===== src/rtl/uart_tx_port.sv =====
// Purpose     : CPU-mapped 8N1 serial transmitter with bit-7 strip and CR->CR LF expansion.
// Latency     : write at cycle N -> hold_full at N+1 -> start bit on uart_tx from N+2 (idle, CTS ready).
// Backpressure: one-byte hold register; writes while hold is full (and not draining) are dropped; CTS gates frame start.
//
// Ports:
//   clk14    14 MHz master clock
//   rst      synchronous reset, active high
//   enable   one-cycle access strobe (chip select qualified by cpu_clken)
//   w_en     write strobe, valid with enable
//   address  register select: 0 = data/busy, 1 = status
//   din      CPU write data
//   dout     CPU read data: addr0 {hold_full,7'b0}, addr1 {5'b0,cts_ok,tx_active,hold_full}
//   cts_n    host ready-to-receive, active low, asynchronous
//   uart_tx  serial line, registered, idle high
module uart_tx_port #(
    parameter int CLK_FREQ   = 14000000,
    parameter int BAUD       = 115200,
    parameter int DIVISOR    = (CLK_FREQ + BAUD / 2) / BAUD,
    parameter int STRIP_BIT7 = 1,
    parameter int CRLF       = 1
) (
    input  logic       clk14,
    input  logic       rst,
    input  logic       enable,
    input  logic       w_en,
    input  logic       address,
    input  logic [7:0] din,
    output logic [7:0] dout,
    input  logic       cts_n,
    output logic       uart_tx
);

    localparam int            CW        = $clog2(DIVISOR + 1);
    localparam logic [CW-1:0] BAUD_LAST = CW'(DIVISOR - 1);

    typedef enum logic [1:0] {
        IDLE,
        START,
        DATA,
        STOP
    } state_t;

    state_t        state, state_nxt;
    logic [CW-1:0] baud_cnt, baud_cnt_nxt;
    logic [2:0]    bit_cnt, bit_cnt_nxt;
    logic [7:0]    shift, shift_nxt;
    logic          lf_pending, lf_pending_nxt;
    logic          tx_nxt;
    logic          take_hold;
    logic          baud_done;

    logic [7:0]    hold;
    logic          hold_full;
    logic [7:0]    mapped;
    logic          wr_data;
    logic          wr_accept;

    logic          cts_meta, cts_sync;
    logic          cts_ok;
    logic          tx_active;

    assign cts_ok    = ~cts_sync;
    assign tx_active = (state != IDLE);
    assign baud_done = (baud_cnt == BAUD_LAST);

    assign mapped    = (STRIP_BIT7 != 0) ? {1'b0, din[6:0]} : din;
    assign wr_data   = enable & w_en & ~address;
    // A write landing in the same cycle the hold drains into the shifter refills it.
    assign wr_accept = wr_data & (~hold_full | take_hold);

    always_comb begin
        dout = 8'h00;
        if (address == 1'b0) begin
            dout = {hold_full, 7'b0};
        end else begin
            dout = {5'b0, cts_ok, tx_active, hold_full};
        end
    end

    // Next-state and next-output logic. uart_tx is registered, so tx_nxt is the
    // line level for the state being entered, not the current one.
    always_comb begin
        state_nxt      = state;
        baud_cnt_nxt   = baud_cnt + 1'b1;
        bit_cnt_nxt    = bit_cnt;
        shift_nxt      = shift;
        lf_pending_nxt = lf_pending;
        tx_nxt         = uart_tx;
        take_hold      = 1'b0;

        case (state)
            IDLE: begin
                baud_cnt_nxt = '0;
                bit_cnt_nxt  = '0;
                tx_nxt       = 1'b1;
                // Pending LF goes ahead of the hold so CR LF stays adjacent.
                if (cts_ok && lf_pending) begin
                    shift_nxt      = 8'h0A;
                    lf_pending_nxt = 1'b0;
                    state_nxt      = START;
                    tx_nxt         = 1'b0;
                end else if (cts_ok && hold_full) begin
                    shift_nxt      = hold;
                    take_hold      = 1'b1;
                    lf_pending_nxt = (CRLF != 0) && (hold == 8'h0D);
                    state_nxt      = START;
                    tx_nxt         = 1'b0;
                end
            end
            START: begin
                if (baud_done) begin
                    state_nxt    = DATA;
                    baud_cnt_nxt = '0;
                    bit_cnt_nxt  = '0;
                    tx_nxt       = shift[0];
                end
            end
            DATA: begin
                if (baud_done) begin
                    baud_cnt_nxt = '0;
                    if (bit_cnt == 3'd7) begin
                        state_nxt = STOP;
                        tx_nxt    = 1'b1;
                    end else begin
                        bit_cnt_nxt = bit_cnt + 3'd1;
                        shift_nxt   = {1'b0, shift[7:1]};
                        tx_nxt      = shift[1];
                    end
                end
            end
            STOP: begin
                tx_nxt = 1'b1;
                if (baud_done) begin
                    state_nxt    = IDLE;
                    baud_cnt_nxt = '0;
                end
            end
            default: begin
                state_nxt    = IDLE;
                baud_cnt_nxt = '0;
                tx_nxt       = 1'b1;
            end
        endcase
    end

    always_ff @(posedge clk14) begin
        if (rst) begin
            state      <= IDLE;
            baud_cnt   <= '0;
            bit_cnt    <= '0;
            shift      <= '0;
            lf_pending <= 1'b0;
            uart_tx    <= 1'b1;
            hold       <= '0;
            hold_full  <= 1'b0;
            // Synchroniser resets to "not ready" so nothing starts until CTS is seen.
            cts_meta   <= 1'b1;
            cts_sync   <= 1'b1;
        end else begin
            state      <= state_nxt;
            baud_cnt   <= baud_cnt_nxt;
            bit_cnt    <= bit_cnt_nxt;
            shift      <= shift_nxt;
            lf_pending <= lf_pending_nxt;
            uart_tx    <= tx_nxt;
            cts_meta   <= cts_n;
            cts_sync   <= cts_meta;
            if (wr_accept) begin
                hold      <= mapped;
                hold_full <= 1'b1;
            end else if (take_hold) begin
                hold_full <= 1'b0;
            end
        end
    end

endmodule


===== config.mk =====
export PLATFORM = sky130hd
export DESIGN_NAME = uart_tx_port
export DESIGN_NICKNAME = d
export VERILOG_FILES = /design/src/rtl/uart_tx_port.sv
export SDC_FILE = /design/constraint.sdc
export NUM_CORES = 1
export LEC_CHECK = 0
export ABC_AREA = 1
export CAP_MARGIN = 10
export CORE_MARGIN = 10
export CORE_UTILIZATION = 58
export DETAILED_ROUTE_END_ITERATION = 16
export GPL_TIMING_DRIVEN = 0
export MAX_ROUTING_LAYER = met4
export PLACE_DENSITY = 0.84
export SYNTH_ARGS = -nofsm -noshare
export SYNTH_HDL_FRONTEND = slang
export SYNTH_SLANG_ARGS = --single-unit
export TNS_END_PERCENT = 10

===== constraint.sdc =====
create_clock -name clk14 -period 4.3 [get_ports clk14]
set_input_delay 0.43 -clock clk14 [delete_from_list [all_inputs] [get_ports clk14]]
set_output_delay 0.43 -clock clk14 [all_outputs]
set_load 0.05 [all_outputs]

==> results of run 1 <==
==> kinds of logic (layout without fill, tap and decap cells) <==
group | count (synthesis) | after routing | synth area share
simple gates | 142 | 142 | 0.392
buf+inv | 36 | 61 | 0.0951
flops | 31 | 31 | 0.372
compound gates | 21 | 21 | 0.0689
fa+ha+maj | 8 | 8 | 0.0599
xor+xnor | 2 | 2 | 0.0105
other cells | 1 | 4 | 0.00225
==> Yosys cell counts (2+ instances only) <==
| cell | number |
|---|---|
| o21ai_0 | 2 |
| nand3_1 | 28 |
| ha_1 | 8 |
| nand2_2 | 6 |
| or2_2 | 3 |
| inv_1 | 25 |
| dfxtp_1 | 31 |
| buf_4 | 6 |
| xnor2_1 | 2 |
| nand3_2 | 2 |
| nand2_1 | 50 |
| inv_2 | 2 |
| a21oi_1 | 15 |
| nor2_1 | 39 |
| nor2_4 | 2 |
| nand3b_1 | 3 |
| nor3_1 | 3 |
==> layer usage <==
layer	wire length, um	global-route usage	vias to the layer above
met3	145	0.0525	10
met1	1600	0.156	646
met4	69	0.0518	0
li1	-	-	808
met2	1480	0.215	24
met5	0	-	-
==> registers in the layout, summed over array words and instances, names as in the netlist <==
signal and flops:
bit_cnt 3, hold_full 1, state 2, cts_sync 1
uart_tx 1, hold 7, baud_cnt 7, shift 7
lf_pending 1, cts_meta 1
==> placed cells by master (no fill, tap or decap), types with 4 or more instances in the layout <==
master and count:
nand2_2 6, clkbuf_4 5, conb_1 4, buf_4 6
nand3_1 28, inv_1 25, ha_1 8, nor2_1 39
a21oi_1 15, dfxtp_1 31, clkdlybuf4s50_1 17, nand2_1 50
==> metrics by stage <==
step | hold WS, ns | utilization | setup slack, ns
after floorplan | 0.389 | - | 2.43
after global placement | 0.391 | 0.686 | 1.86
after detailed placement | 0.403 | 0.686 | 1.86
after CTS | 0.429 | 0.704 | 1.72
after global routing | 0.447 | 0.704 | 1.62
final | 0.427 | 0.704 | 1.73
==> path summary, 6_finish.rpt <==
path / start / endpoint / slack, ns / cells after the start
max: state[0] / dout[1] / 1.73 / 5
min: cts_meta / cts_sync / 0.43 / 1
max reg2reg: state[0] / state[1] / 2.73 / 9
min reg2reg: cts_meta / cts_sync / 0.43 / 1
==> power groups by stage <==
stage,clock network [uW],logic (uW),registers (uW)
finish,161,490,375
global route,176,565,383
CTS,165,492,375
detailed placement,0,490,382
global placement,0,484,380
floorplan,0,379,389
==> layout make-up <==
cell class / instances / share of cell area
Inverter: 27 / 0.0522
Clock buffer: 7 / 0.0232
Sequential cell: 31 / 0.320
Multi-Input combinational cell: 177 / 0.465
Timing Repair Buffer: 17 / 0.0877
Buffer: 9 / 0.0297
Clock inverter: 1 / 0.00258
Tap cell: 31 / 0.0200
==> critical path, cell delays in order, from the launching register on <==
cell	delay, ns
dfxtp_1	0.41
inv_1	0.08
ha_1	0.19
clkbuf_2	0.18
nor2_1	0.14
clkdlybuf4s50_1	0.81
==> impl_metrics.yaml, run 1 <==
clocking:
  path_clk_slew_ns: 0.10
  cts.sinks: 31
  postCtsHoldBufs: 0
  cts-resized-gates: 0
  cts_max_level: 2
  numCtsBuffers: 5
  post_cts_buffers: 0
  clk_latency_ns: 0.34
  max-clock-path-buffers: 2
  cts-root-buf: "clkbuf_4"
  cts_tree: "built"
pwr:
  p_switching_uw: 443
  leakage_uw: 0.000832
  switching_share: 0.432
  p_comb_frac: 0.478
  power_uw: 1030
  power.share.sequential: 0.366
  power.internal_uw: 583
  power_density_mw_per_mm2: 529
  p_clk_frac: 0.157
  ir_drop_mv: 0.417
global_route:
  grt_pass1_vias: 1408
  grt_max_degree: 11
  grtUsageTotal: 0.138
  grt_first_pass_wirelength_um: 5870
  gr-total-overflow: 0
  antenna_found_initial: 0
timing:
  setup_tns_ns: 0
  relSlewSlack: 0.662
  fin_skew_ns: 0.00993
  timing.fmax_mhz: 389
  setup_viol: 0
  slew_violations: 0
  finalCriticalPeriod_ns: 2.57
  tightest_slew_ns: 0.506
  finalHoldViolCount: 0
  period_share: 0.598
  rsz0062_at_grt: "false"
worst_setup_path:
  critPathMaxFanout: 8
  cp.required_ns: 3.87
  critPathKind: "reg -> out"
  worstPathArrival_ns: 2.14
  critPathLaunchType: "flop"
  cp-end-kind: "output port"
placed_design:
  placed_cell_area_mm2: 0.00189
  routabilityCongestion: 0.862
  place_hpwl_um: 2590
  io_buffers: 17
  placedCellCount: 292
route:
  via_per_inst: 4.96
  drt-initial-drc-count: 47
  num_vias: 1488
  wire_per_inst_um: 11.0
  drt_pass1_iterations: 4
  postRouteAntennaNets: 0
  drt_wl_total_um: 3300
  drc: 0
synthesis:
  yosysSeqAreaShare: 0.372
  synth-edff-count: 0
  syn_area_mm2: 0.00167
  yosys.area.top_type: "dfxtp_1"
  yosysWarnings: 0
  synth_cell_type_count: 31
  async_reset_ff_frac: 0
  synth_top_cells_by_area: "dfxtp_1 (37%), nand2_1 (11%), nor2_1 (8.8%)"
  synth_top_area_share: 0.372
  syn_area_per_cell_um2: 6.93
  synth_ff_type: "dfxtp_1"
  netlist_instances: 241
  synth_seq_cells: 31
floorplanning:
  io_pins: 23
  die_area_mm2: 0.00543
  start_util: 0.606
  die_y_um: 73.7
  coreArea_mm2: 0.00276
  fp-row-count: 19
  die_w_um: 73.7
outcome:
  status: "completed"
finish:
  num-nets-final: 290
  multiInputGateArea_um2: 902
  fin_cells: 300
  diodes: 0
  drive_gt1_frac: 0.119
  syn_to_final_growth_pct: 16.2
  fin_area_mm2: 0.00194
  num-fill-cells: 249
  final-seq-area_um2: 621
worst_hold_path:
  hold_path_class: "reg -> reg"
job:
  maxCapViolCount: 0
No activity file was read; power rests on OpenSTA's default activity.
==> inputs of run 2 (changes only) <==
Settings changed: CORE_UTILIZATION 58 to 49, PLACE_DENSITY 0.84 to 0.75.
Clock period 4.3 ns to 2.1 ns, I/O delays scaled along.
==> run 2 against run 1 <==
Effect of this change:
- total power rose by 110%
- largest cell class unchanged
- clock skew fell by 0.0019 ns
- core utilization fell by 11 points
- sequential power rose by 100%
- critical endpoint is now dout[2]
- flip-flop and latch count did not move
- clock power rose to 2.7 times the previous value
==> impl_metrics.yaml, run 2 (synthesis gave the netlist of run 1 again) <==
worst_setup_path:
  path_cells: "clkdlybuf4s50_1 > inv_1 > nor2_1 > clkdlybuf4s50_1"
  cp-end-kind: "output port"
  startpoint: "address"
  rr_worst_depth: 8
  critPathLaunchType: "input pin"
  cp.required_ns: 1.89
  path_common_cell: "clkdlybuf4s50_1"
  timing.rr.start: "state[0]"
  critPathMaxFanout: 4
  crit_path_end: "dout[2]"
  ff2ff_setup_slack_ns: 0.60
  worstPathArrival_ns: 1.76
  critPathKind: "in -> out"
  slowest_delay_ns: 0.81
  timing.rr.end: "shift[4]"
  critPathSlowestCell: "clkdlybuf4s50_1"
timing:
  timing.fmax_mhz: 508
  tightest_slew_ns: 0.515
  relSlewSlack: 0.656
  rsz0062_at_grt: "false"
  period_share: 0.938
  setup_tns_ns: 0
  setup_viol: 0
  finalCriticalPeriod_ns: 1.97
  slew_violations: 0
  finalHoldViolCount: 0
  fin_skew_ns: 0.00801
floorplanning:
  die_w_um: 78.4
  start_util: 0.505
  coreArea_mm2: 0.00331
  fp-row-count: 21
  io_pins: 23
  die_area_mm2: 0.00614
  die_y_um: 78.4
route:
  via_per_inst: 4.68
  wire_per_inst_um: 10.3
  drt_pass1_iterations: 4
  drt-initial-drc-count: 81
  drc: 0
  num_vias: 1470
  drt_wl_total_um: 3230
  postRouteAntennaNets: 0
clocking:
  cts_max_level: 2
  cts.sinks: 31
  postCtsHoldBufs: 0
  cts_tree: "built"
  max-clock-path-buffers: 2
  numCtsBuffers: 5
  clk_latency_ns: 0.33
  path_clk_slew_ns: 0.09
  cts-root-buf: "clkbuf_4"
  post_cts_buffers: 0
worst_hold_path:
  min_path_cells: 1
  hold_path_class: "reg -> reg"
finish:
  multiInputGateArea_um2: 902
  num-fill-cells: 332
  mostFrequentLayoutCells: "nand2_1 (50), nor2_1 (39), dfxtp_1 (31)"
  num-nets-final: 290
  final-seq-area_um2: 621
  drive_gt1_frac: 0.123
  reg_top3: "baud_cnt: 7 flops, hold: 7 flops, shift: 7 flops"
  syn_to_final_growth_pct: 18.3
  diodes: 0
  final_common_cell: "nand2_1"
pwr:
  p_clk_frac: 0.200
  power_uw: 2200
  p_comb_frac: 0.452
  power_density_mw_per_mm2: 1110
  p_switching_uw: 894
  leakage_uw: 0.000842
  ir_drop_mv: 0.424
  power.internal_uw: 1300
  power.share.sequential: 0.348
  switching_share: 0.407
global_route:
  gr-total-overflow: 0
  grtUsageTotal: 0.117
  grt_first_pass_wirelength_um: 5820
  grt_max_degree: 11
  antenna_found_initial: 0
  grt_pass1_vias: 1384
job:
  maxCapViolCount: 0
outcome:
  status: "completed"
placed_design:
  io_buffers: 17
  routabilityCongestion: 0.788
  place_hpwl_um: 2580
==> run 2: cell types whose count changed in the layout (fill, tap and decap cells not counted) <==
cell,previous run,this run
clkinv_2,1,0
clkbuf_2,1,2
bufinv_16,0,1
clkbuf_1,3,2
clkdlybuf4s50_1,17,16
==> run 2: worst min path at each step <==
| stage | start | end | slack [ns] |
|---|---|---|---|
| 2_1_floorplan | rst | hold[5] | 0.28 |
| 3_3_place_gp | cts_meta | cts_sync | 0.39 |
| 3_5_place_dp | cts_meta | cts_sync | 0.40 |
| 4_1_cts | cts_n | cts_meta | 0.41 |
| 5_1_grt | cts_n | cts_meta | 0.42 |
| 6_report | cts_meta | cts_sync | 0.42 |
==> run 2: per-layer routing <==
layer	GRT usage	routed length [um]	vias up	part of all wire
li1	-	-	803	-
met1	0.124	1560	631	0.48
met2	0.191	1460	31	0.45
met3	0.0547	170	5	0.053
met4	0.0376	36	0	0.011
met5	-	0	-	0
==> run 2: cell type report <==
class / count / share of cell area
Inverter: 27 / 0.0513
Clock inverter: 1 / 0.0152
Timing Repair Buffer: 17 / 0.0836
Tap cell: 46 / 0.0291
Multi-Input combinational cell: 177 / 0.457
Clock buffer: 6 / 0.0209
Buffer: 9 / 0.0291
Sequential cell: 31 / 0.314
==> run 2: what timing repair did <==
item	CTS	global route
hold endpoints to repair	0	0
endpoints found under the setup margin	1	1
resized for setup	2	1
==> run 2: critical path: cells and delay by family <==
kind,cells,cell delay (ns)
buffers and inverters,3,1.46
and+or+nand+nor,1,0.10
==> run 2: stage by stage <==
step / utilization / cell area (um2) / std cells / hold WS (ns) / setup WS (ns)
3_5_place_dp: 0.577 / 1910 / 307 / 0.400 / 0.0913
2_1_floorplan: - / 1680 / 244 / 0.279 / 0.453
6_report: 0.597 / 1980 / 314 / 0.420 / 0.131
5_1_grt: 0.597 / 1980 / 314 / 0.422 / 0.0421
4_1_cts: 0.598 / 1980 / 314 / 0.410 / 0.00851
3_3_place_gp: 0.577 / 1910 / 307 / 0.392 / 0.117
==> run 2: power groups by stage <==
stage	combinational [uW]	sequential, uW	clock, uW
after global placement	995	776	0
after detailed placement	1010	779	0
after CTS	1000	765	458
after floorplan	776	796	0
final	994	764	440
after global routing	1150	779	485
==> inputs of run 3 (changes only) <==
Settings changed: CORE_UTILIZATION 49 to 51, CTS_BUF_LIST set to sky130_fd_sc_hd__clkbuf_4 sky130_fd_sc_hd__clkbuf_8, GPL_TIMING_DRIVEN 0 to unset, PLACE_DENSITY 0.75 to 0.78, SLEW_MARGIN set to 20.
==> run 3 against run 2 <==
Effect of this change:
- first-iteration DRC count fell by 2.5%
- via count up 1.6%
- total power is 5.8% lower
- register-to-register slack got worse by 0.16 ns
- flip-flop and latch count unchanged
- clock power shrank 27%
- critical endpoint is now dout[1]
- non-clock buffer count down 6
- global-route usage rose by 0.12 points
- highest routed layer unchanged
- clock-buffer cell count did not move
- critical path depth unchanged
- setup slack improved by 0.28 ns
==> impl_metrics.yaml, run 3 (synthesis gave the netlist of run 1 again) <==
worst_setup_path:
  path_cells: "inv_1 > ha_1 > nor2_1 > buf_4"
  cp.required_ns: 1.89
  worstPathArrival_ns: 1.48
  critPathMaxFanout: 8
  critPathLaunchType: "flop"
  critPathSlowestCell: "dfxtp_1"
  cp-end-kind: "output port"
  slowest_delay_ns: 0.39
  cp_num_buf_inv: 2
  cp_top_family: "flip-flops"
  critPathKind: "reg -> out"
global_route:
  antenna_found_initial: 0
  use_met3: 0.0303
  busiest_layer: "met2"
  gr-usage-met1: 0.144
  met2_usage: 0.179
  grt_max_degree: 15
  grtUsageTotal: 0.118
  gr-total-overflow: 0
  grt_first_pass_wirelength_um: 5820
  grt_pass1_vias: 1378
clocking:
  cts-root-buf: "clkbuf_4"
  numCtsBuffers: 5
  cts_tree: "built"
  clk_latency_ns: 0.33
  postCtsHoldBufs: 0
  path_clk_slew_ns: 0.09
  max-clock-path-buffers: 2
  post_cts_buffers: 0
  cts-resized-gates: 0
  cts_max_level: 2
  cts.sinks: 31
floorplanning:
  fp-row-count: 20
  io_pins: 23
  die_w_um: 77.2
  die_area_mm2: 0.00596
  coreArea_mm2: 0.00310
  start_util: 0.538
  die_y_um: 77.2
placed_design:
  io_buffers: 17
  pre_cts_ws_ns: 0.433
  place_hpwl_um: 2500
  routabilityCongestion: 0.859
  placedCellCount: 299
  placed_cell_area_mm2: 0.00186
route:
  via_per_inst: 4.90
  drc: 0
  num_vias: 1493
  drt-initial-drc-count: 79
  drt_wl_total_um: 3310
  drt_pass1_iterations: 4
  postRouteAntennaNets: 0
  wire_per_inst_um: 10.8
finish:
  mostFrequentLayoutCells: "nand2_1 (50), nor2_1 (39), dfxtp_1 (31)"
  final_common_cell: "nand2_1"
  drive_gt1_frac: 0.123
  reg_top3: "baud_cnt: 7 flops, hold: 7 flops, shift: 7 flops"
  diodes: 0
  fin_cells: 305
  num-nets-final: 284
  syn_to_final_growth_pct: 14.2
  fin_area_mm2: 0.00191
worst_hold_path:
  hold_path_class: "in -> reg"
pwr:
  power.internal_uw: 1180
  leakage_uw: 0.000815
  p_clk_frac: 0.156
  p_switching_uw: 893
  power_density_mw_per_mm2: 1090
  power.share.sequential: 0.369
  ir_drop_mv: 0.532
  switching_share: 0.431
  p_comb_frac: 0.475
timing:
  finalCriticalPeriod_ns: 1.69
  period_share: 0.804
  fin_skew_ns: 0.00546
  timing.fmax_mhz: 592
  setup_tns_ns: 0
  finalHoldViolCount: 0
  fin_ws_ns: 0.411
  slew_violations: 0
  setup_viol: 0
  rsz0062_at_grt: "false"
outcome:
  status: "completed"
job:
  maxCapViolCount: 0
## run 3: path summary, 6_finish.rpt
kind,startpoint,end,slack [ns],cells past startpoint
hold / removal,cts_n,cts_meta,0.44,2
setup / recovery,state[0],dout[1],0.41,4
hold reg to reg,cts_meta,cts_sync,0.44,1
setup reg to reg,state[0],state[0],0.44,9
## run 3: through the flow
| stage | total power (uW) | utilization | hold WS (ns) |
|---|---|---|---|
| global placement | 1740 | 0.600 | 0.392 |
| global route | 2270 | 0.615 | 0.461 |
| finish | 2070 | 0.615 | 0.441 |
| detailed placement | 1770 | 0.600 | 0.421 |
| floorplan | 1570 | - | 0.279 |
| CTS | 2080 | 0.615 | 0.441 |
## run 3: power by group through the flow
stage                     clock network, uW  registers, uW  logic (uW)
after floorplan                           0            796         776
after global placement                    0            774         967
after detailed placement                  0            779         988
after CTS                               326            766         991
after global routing                    352            784        1130
final                                   322            764         984
## run 3: layout make-up
class,count,area [um2]
inverters,27,101
flip-flops and latches,31,621
clock buffers,6,45.0
well taps,44,55.1
multi-input cells,177,902
repair buffers,20,183
fillers,308,1200
## run 3: routing by layer
layer | vias to the layer above | share of wire
met4 | 0 | 0.016
met5 | - | 0
met2 | 30 | 0.44
met1 | 668 | 0.49
li1 | 791 | -
met3 | 4 | 0.048
